## src/rtl/dmem_arbiter.sv

```systemverilog
// dmem_arbiter: round-robin, burst-bounded sharing of one single-port data memory between CPU and loader ports
module dmem_arbiter #(
  parameter int ADDR_WIDTH = 32,
  parameter int DATA_WIDTH = 32,
  parameter int MAX_BURST  = 4
) (
  input  logic                  clock,
  input  logic                  reset,
  input  logic                  m0_req,
  input  logic                  m0_we,
  input  logic [ADDR_WIDTH-1:0] m0_adr,
  input  logic [DATA_WIDTH-1:0] m0_wd,
  output logic [DATA_WIDTH-1:0] m0_rd,
  output logic                  m0_gnt,
  input  logic                  m1_req,
  input  logic                  m1_we,
  input  logic [ADDR_WIDTH-1:0] m1_adr,
  input  logic [DATA_WIDTH-1:0] m1_wd,
  output logic [DATA_WIDTH-1:0] m1_rd,
  output logic                  m1_gnt,
  output logic                  mem_we,
  output logic [ADDR_WIDTH-1:0] mem_adr,
  output logic [DATA_WIDTH-1:0] mem_wd,
  input  logic [DATA_WIDTH-1:0] mem_rd,
  output logic                  busy
);
  typedef enum logic [1:0] {IDLE = 2'd0, OWN0 = 2'd1, OWN1 = 2'd2} state_t;
  localparam logic [7:0] BEAT_LIM = 8'(MAX_BURST - 1);
  state_t     r_state, w_state_nx;
  logic [7:0] r_beat, w_beat_nx;
  logic       r_last, w_last_nx;
  logic       w_own1, w_own_req, w_oth_req;
  assign w_own1    = (r_state == OWN1);
  assign w_own_req = w_own1 ? m1_req : m0_req;
  assign w_oth_req = w_own1 ? m0_req : m1_req;
  // Owner yields once its tenure reaches the limit, even if it grew uncontended first
  always_comb begin
    w_state_nx = r_state;
    w_beat_nx  = r_beat;
    w_last_nx  = r_last;
    if (r_state == IDLE) begin
      w_beat_nx  = 8'd0;
      w_state_nx = (m0_req && m1_req) ? (r_last ? OWN0 : OWN1) :
                   m0_req ? OWN0 : m1_req ? OWN1 : IDLE;
    end else if (!w_own_req || (r_beat >= BEAT_LIM && w_oth_req)) begin
      w_last_nx  = w_own1;
      w_beat_nx  = 8'd0;
      w_state_nx = !w_oth_req ? IDLE : w_own1 ? OWN0 : OWN1;
    end else begin
      w_beat_nx = r_beat + {7'd0, r_beat != 8'hFF};
    end
  end
  always_ff @(posedge clock) begin
    if (!reset) begin
      r_state <= IDLE;
      r_beat  <= 8'd0;
      r_last  <= 1'b1;
    end else begin
      r_state <= w_state_nx;
      r_beat  <= w_beat_nx;
      r_last  <= w_last_nx;
    end
  end
  assign m0_gnt  = (r_state == OWN0);
  assign m1_gnt  = (r_state == OWN1);
  assign busy    = (r_state != IDLE);
  assign mem_adr = m0_gnt ? m0_adr : m1_gnt ? m1_adr : '0;
  assign mem_wd  = m0_gnt ? m0_wd : m1_gnt ? m1_wd : '0;
  assign mem_we  = reset & ((m0_gnt & m0_req & m0_we) | (m1_gnt & m1_req & m1_we));
  assign m0_rd   = mem_rd;
  assign m1_rd   = mem_rd;
endmodule
```

## config.mk

```make
export PLATFORM = sky130hd
export DESIGN_NAME = dmem_arbiter
export DESIGN_NICKNAME = d
export VERILOG_FILES = /design/src/rtl/dmem_arbiter.sv
export SDC_FILE = /design/constraint.sdc
export NUM_CORES = 1
export LEC_CHECK = 0
export BUFFER_PORTS_ARGS = -buffer_cell sky130_fd_sc_hd__buf_2
export CAP_MARGIN = 20
export CORE_AREA = 2 2 114 116
export CTS_CLUSTER_SIZE = 28
export DETAILED_ROUTE_END_ITERATION = 10
export DIE_AREA = 0 0 116 118
export PLACE_DENSITY = 0.48
export REMOVE_ABC_BUFFERS = 1
export SYNTH_ARGS = -nofsm -noshare
export SYNTH_HDL_FRONTEND = slang
export SYNTH_SLANG_ARGS = --single-unit
```

## constraint.sdc

```tcl
create_clock -name clock -period 3.56 [get_ports clock]
set_clock_uncertainty 0.15 [all_clocks]
set_input_delay 0 -clock clock [delete_from_list [all_inputs] [get_ports clock]]
set_output_delay 0 -clock clock [all_outputs]
set_load 0.05 [all_outputs]
```

==> results of run 1 <==
## worst paths after layout
kind / slack [ns] / endpoint / start
max: 1.09 / mem_wd[13] / r_state[0]
max reg2reg: 1.30 / r_beat[5] / r_state[1]
min: 0.008 / m1_rd[7] / mem_rd[7]
min reg2reg: 0.34 / r_last / r_last
## layout by cell type, fill, tap and decap left out, drive strengths merged, types with 2 or more instances in the layout
master	instances
nand2	3
a211oi	2
nor2	8
nand3	7
dfxtp	11
ha	2
o211a	3
clkbuf	4
buf	208
o21ai	2
nor2b	2
diode	2
a22o	64
xor2	5
inv	5
dlygate4sd3	29
and3	2
## power by group through the flow
stage	logic (mW)	registers [mW]	clock network, mW
floorplan	0.436	0.134	0
global route	0.882	0.135	0.223
finish	0.853	0.134	0.210
detailed placement	0.653	0.136	0
global placement	0.652	0.135	0
CTS	0.855	0.134	0.215
## area by class of cell
cell class,count,area (um^2)
Tap cell,172,215.2
Timing Repair Buffer,237,1411
Clock buffer,4,78.83
Antenna cell,2,5.005
Multi-Input combinational cell,113,927.1
Sequential cell,11,220.2
Inverter,5,18.77
Fill cell,1409,9538
## per-stage QoR
stage / std cells / hold slack [ns] / total power, mW / TNS, ns
after CTS: 542 / 0.004504 / 1.203 / 0
after floorplan: 129 / -0.1500 / 0.5705 / -36.99
after global routing: 543 / 0.005578 / 1.240 / 0
after global placement: 505 / -0.1494 / 0.7873 / 0
final: 544 / 0.008017 / 1.197 / 0
after detailed placement: 505 / -0.1494 / 0.7890 / 0
## flip-flops by register name, summed over array words and instances, names as in the netlist
name,flops
r_last,1
r_state,2
r_beat,8
## cells in the mapped netlist, types with 3 or more instances
master	count	share of area, %
nor2_2	7	2.6
o211a_1	3	1.8
clkbuf_1	8	1.8
a22o_1	64	33
buf_2	4	1.2
dfxtp_1	11	13
buf_4	64	28
inv_1	5	1.1
xor2_1	5	2.6
nand2_1	3	0.66
nand3_1	7	2.1
## cell families (layout without fill, tap and decap cells)
group / after synthesis / after routing / share of synthesized area, %
xor+xnor: 6 / 6 / 3.077
other cells: 0 / 2 / 0
compound gates: 76 / 76 / 38.24
flops: 11 / 11 / 12.89
simple gates: 28 / 28 / 10.48
buf+inv: 84 / 246 / 33.26
fa+ha+maj: 2 / 2 / 1.465
mux: 1 / 1 / 0.5861
## layer usage
metal	vias to the layer above	GRT usage, %
met3	7	7.878
met4	0	3.274
met1	1085	24.59
met2	201	26.54
met5	-	0
li1	1039	-
==> summary.md, run 1 <==
| Metric | Value |
|---|---|
| Drt drc | 0 |
| Max Root-Sink Buffers | 2 |
| CTS Buf Count | 3 |
| Final critical-path share of the clock period | 69.28% |
| Initial antenna violation count | 1 |
| Buf+Inv Stages, Crit Path | 2 |
| Slowest CP cell | nor2b_4 |
| Met1 Wirelength | between 5 and 6 mm |
| CP required | 3.41 ns |
| Cell-internal power | roughly 0.49 mW |
| Post-route cell area | around 0.0029 mm^2 |
| PwrDens | approximately 420 mW/mm^2 |
| GRT Overall Usage | a little under a fifth |
| Mapped Area | 0.001708 mm^2 |
| PortBufs | 201 |
| Sequential fraction of the synthesis area | around an eighth |
| CTS tree | yes |
| Combinational fraction of design power | 71.3% |
| Placer Congestion | 0.7561 |
| RSZ-0062 raised after global routing | no |
| Syn Inst Count | about 210 |
| Row cnt | 41 |
| Routed wire per std cell | 24.77 um |
| Final setup fails | 0 |
| Share of cells above drive strength 1 | 60.27% |
| Chip height | between 100 and 150 um |
| Slew @ Worst Pin | 1.198 ns |
| Async SR Flop Fraction | 0% |
| DR vias | about 2.3k |
| Worst setup SP type | flip-flop |
| Area after DPL | between 0.002 and 0.0025 mm^2 |
| Worst Hold Depth | 1 |
| Met3 wire length | around 1.9 mm |
| P_sw | 0.7058 mW |
| YS warnings | 0 |
| Sw Share | roughly 59% |
| CP Class | reg -> out |
| Drt pass-1 iters | 4 |
| Detailed Place HPWL | between 10 and 15 mm |
| Worst reg2reg path depth | 5 |
| WP depth | 4 |
| Synth cell types | 33 |
| Die area | ~0.014 mm^2 |
| Static Leak | 1.576 nW |
| Status | finished, final reports clean |
| Vias in the first global route | 2,238 |
| Reg clk slew, reported paths | 0.04 ns |
| CTS H-tree lvls | 1 |
| Worst setup slack after placement | 1.324 ns |
| Layout Area Growth over Synthesis | 68.42% |
| Worst-Skew Late Latency | 0.24 ns |
| CP max FO | 35 |
| Critical path, cell by cell | nor2b_4, buf_12, a22o_1, buf_2 |
| Routed Antenna Nets | 0 |
| Clock power share | 17.6% |
| Kind of cell adding the most delay to the critical path | simple AND/OR/NAND/NOR gates |
| CTS root buffer | clkbuf_16 |
| Initial drt markers | between 100 and 150 |
| Slew headroom | 19.90% |
| Reg power frac | between 10 and 15% |
| Peak supply drop | 0.1327 mV |
| Final WS setup | 1.094 ns |
| Crit path largest cell delay | 0.68 ns |
| Synth Register Bits | 11 |
| Fmax | 405.5 MHz |
| Synth Flop Type | dfxtp_1 |
| Tmin final | 2.466 ns |
| Crit path DAT | 2.32 ns |
| CORE AREA | approximately 0.012 mm^2 |
| Final Max Tran Viols | 0 |
| I/O pin count | 298 |
| Starting Density | 13.76% |
| Top Metal Used | met4 |
| Largest net degree at the start of global routing | 36 |
| Syn Area/Cell | 8.211 um^2 |
| Hold Buf Count CTS | 33 |
| Total grt overflow | 0 |
| WL met2 | 5.644 mm |
| Sinks on Clock Net | 11 |
| First-pass GRT wire length | between 15 and 20 mm |
| Post-synth EDFFs | 0 |
| Worst setup EP type | output port |
| Number of max-cap violations | 0 |
| Final WL | roughly 13 mm |
| Hold Vio Cnt, Final | 0 |
| Final nets | 539 |
| # Post-CTS Setup Buffers | 0 |
| Post-layout util | a little under a quarter |
| Tightest Hold Check Type | in -> out |
| DIE WIDTH | about 120 um |
| Cts repair resizes | 0 |
| Vias per cell | 4.287 |
Note: power is estimated with default switching activity, not from simulation.
==> inputs of run 2 (changes only) <==
--- a/config.mk
+++ b/config.mk
@@ -7,11 +7,11 @@
 export LEC_CHECK = 0
 export BUFFER_PORTS_ARGS = -buffer_cell sky130_fd_sc_hd__buf_2
 export CAP_MARGIN = 20
-export CORE_AREA = 2 2 114 116
+export CORE_AREA = 2 2 115 117
 export CTS_CLUSTER_SIZE = 28
 export DETAILED_ROUTE_END_ITERATION = 10
-export DIE_AREA = 0 0 116 118
-export PLACE_DENSITY = 0.48
+export DIE_AREA = 0 0 117 119
+export PLACE_DENSITY = 0.49
 export REMOVE_ABC_BUFFERS = 1
 export SYNTH_ARGS = -nofsm -noshare
 export SYNTH_HDL_FRONTEND = slang
==> constraint.sdc (replaced) <==
create_clock -name clock -period 2.2 [get_ports clock]
set_clock_uncertainty 0.15 [all_clocks]
set_input_delay 0 -clock clock [delete_from_list [all_inputs] [get_ports clock]]
set_output_delay 0 -clock clock [all_outputs]
set_load 0.05 [all_outputs]
==> run 2 against run 1 <==
  * Cell area up 13%
  * Cell count up 0.55%
  * Power up 75%
  * Largest power group unchanged
==> summary.md, run 2 (same netlist as run 1, synthesis figures left out) <==
| Metric | Value |
|---|---|
| Worst R2R Start | r_state[1] |
| Hold_ws | 0.005622 ns |
| CP Class | reg -> reg |
| Final WL | 12.01 mm |
| Post-layout util | 25.18% |
| Worst Setup SP | r_state[1] |
| Reg clk slew, reported paths | 0.04 ns |
| Drt pass-1 iters | 5 |
| Max reg flops | 8 |
| Slowest CP cell | or3_1 |
| PwrDens | about 650 mW/mm^2 |
| PortBufs | 201 |
| Starting Density | a little over an eighth |
| Final critical-path share of the clock period | 88.88% |
| Largest net degree at the start of global routing | 67 |
| Static Leak | 1.658 nW |
| Chip height | 119 um |
| DIE WIDTH | 117 um |
| Tightest Hold Check Type | in -> out |
| Buf+Inv Stages, Crit Path | 0 |
| Largest regs | r_beat x8, r_state x2, r_last x1 |
| First-pass GRT wire length | 14.92 mm |
| I/O pin count | 298 |
| Die area | 0.01392 mm^2 |
| Cts repair resizes | 0 |
| Sinks on Clock Net | 11 |
| Worst r2r dst | r_beat[2] |
| Highest-count cells in the layout ignoring fill and taps | 178 x buf_2, 64 x a22o_1, 30 x buf_12, 28 x dlygate4sd3_1, 11 x dfxtp_1 |
| Fmax | 511.4 MHz |
| Placer Congestion | roughly 0.81 |
| DR vias | 2,363 |
| CTS tree | yes |
| Filler cell count | 1,378 |
| Share of cells above drive strength 1 | 60.43% |
| Vias in the first global route | 2,138 |
| Final Max Tran Viols | 0 |
| Worst setup SP type | flip-flop |
| Status | finished, final reports clean |
| Slew @ Worst Pin | about 1.2 ns |
| Reg area | 220.2 um^2 |
| Worst setup EP type | flip-flop |
| Row cnt | 42 |
| Vias per cell | 4.320 |
| Detailed Place HPWL | 9.805 mm |
| CTS Buf Count | 3 |
| Post-route cell area | 0.003242 mm^2 |
| Commonest non-fill, non-tap cell in the layout | buf_2 |
| GRT Overall Usage | 15.54% |
| Worst reg2reg path depth | 4 |
| Final setup fails | 0 |
| WP depth | 4 |
| CTS root buffer | clkbuf_16 |
| Worst Setup EP | r_beat[2] |
| Crit path largest cell delay | approximately 0.48 ns |
| RSZ-0062 raised after global routing | no |
| Peak supply drop | 0.2889 mV |
| CORE AREA | about 0.013 mm^2 |
| Tmin final | 1.955 ns |
| Multi-input logic area | 927.1 um^2 |
| Crit path DAT | 1.92 ns |
| Initial drt markers | 162 |
| Routed Antenna Nets | 0 |
| Layout Area Growth over Synthesis | 89.82% |
| Drt drc | 0 |
| Routed wire per std cell | ~22 um |
| CP max FO | 8 |
| Hold Vio Cnt, Final | 0 |
| Final nets | 538 |
| Worst-Skew Late Latency | around 0.24 ns |
| Area after DPL | 0.002778 mm^2 |
| Initial antenna violation count | 2 |
| Max Root-Sink Buffers | 2 |
| Total grt overflow | 0 |
| Reg2Reg Setup Slack | 0.24 ns |
| Largest reg by FF count | r_beat |
| Slew headroom | about a fifth |
| Critical path, cell by cell | nor2b_4, mux2i_1, or3_1, nor2_2 |
| CTS H-tree lvls | 1 |
| CP required | approximately 2.2 ns |
| Kind of cell adding the most delay to the critical path | simple AND/OR/NAND/NOR gates |
| Post-layout power | 2.092 mW |
| Number of max-cap violations | 0 |
-- run 2: changes by cell type in the layout (fill, tap and decap cells not counted), sizes merged --
cell	change
dlygate4sd3	-1
-- run 2: per-layer routing --
layer | global-route usage, % | share of wire, %
met1 | 20.04 | 42
met2 | 19.00 | 35
met3 | 12.93 | 20
met4 | 3.529 | 1.7
met5 | 5.098 | 0.72
-- run 2: power by group --
part	total (mW)	internal, mW	switching (mW)
sequential	0.216	0.207	0.00894
clock	0.331	0.243	0.0880
combinational	1.54	0.487	1.06
total	2.09	0.938	1.15
-- run 2: how the worst min path moves through the flow --
stage	from	endpoint	slack (ns)	depth (start not counted)
after CTS	mem_rd[8]	m0_rd[8]	0.006	1
after global placement	mem_rd[0]	m0_rd[0]	-0.15	0
after floorplan	mem_rd[0]	m0_rd[0]	-0.15	0
final	mem_rd[7]	m0_rd[7]	0.006	1
after detailed placement	mem_rd[0]	m0_rd[0]	-0.15	0
after global routing	mem_rd[7]	m0_rd[7]	0.005	1
-- run 2: through the flow --
step | setup TNS, ns | std cells | setup slack [ns]
floorplan | -131.28 | 129 | -2.621
finish | 0 | 547 | 0.2447
global placement | 0 | 508 | 0.3607
detailed placement | 0 | 508 | 0.2597
global route | 0 | 546 | 0.1257
CTS | 0 | 545 | 0.2524
-- run 2: final cells by class --
type                    instances  area share [%]
well taps                     176           6.793
multi-input cells             113           28.60
clock buffers                   4           2.431
inverters                       5          0.5789
flip-flops and latches         11           6.793
repair buffers                236           54.65
diodes                          2          0.1544
-- run 2: timing repair --
action | CTS | global route
hold endpoints to repair | 67 | 0
buffers inserted | 0 | 0
hold buffers | 33 | 0
setup endpoints to repair | 0 | 0
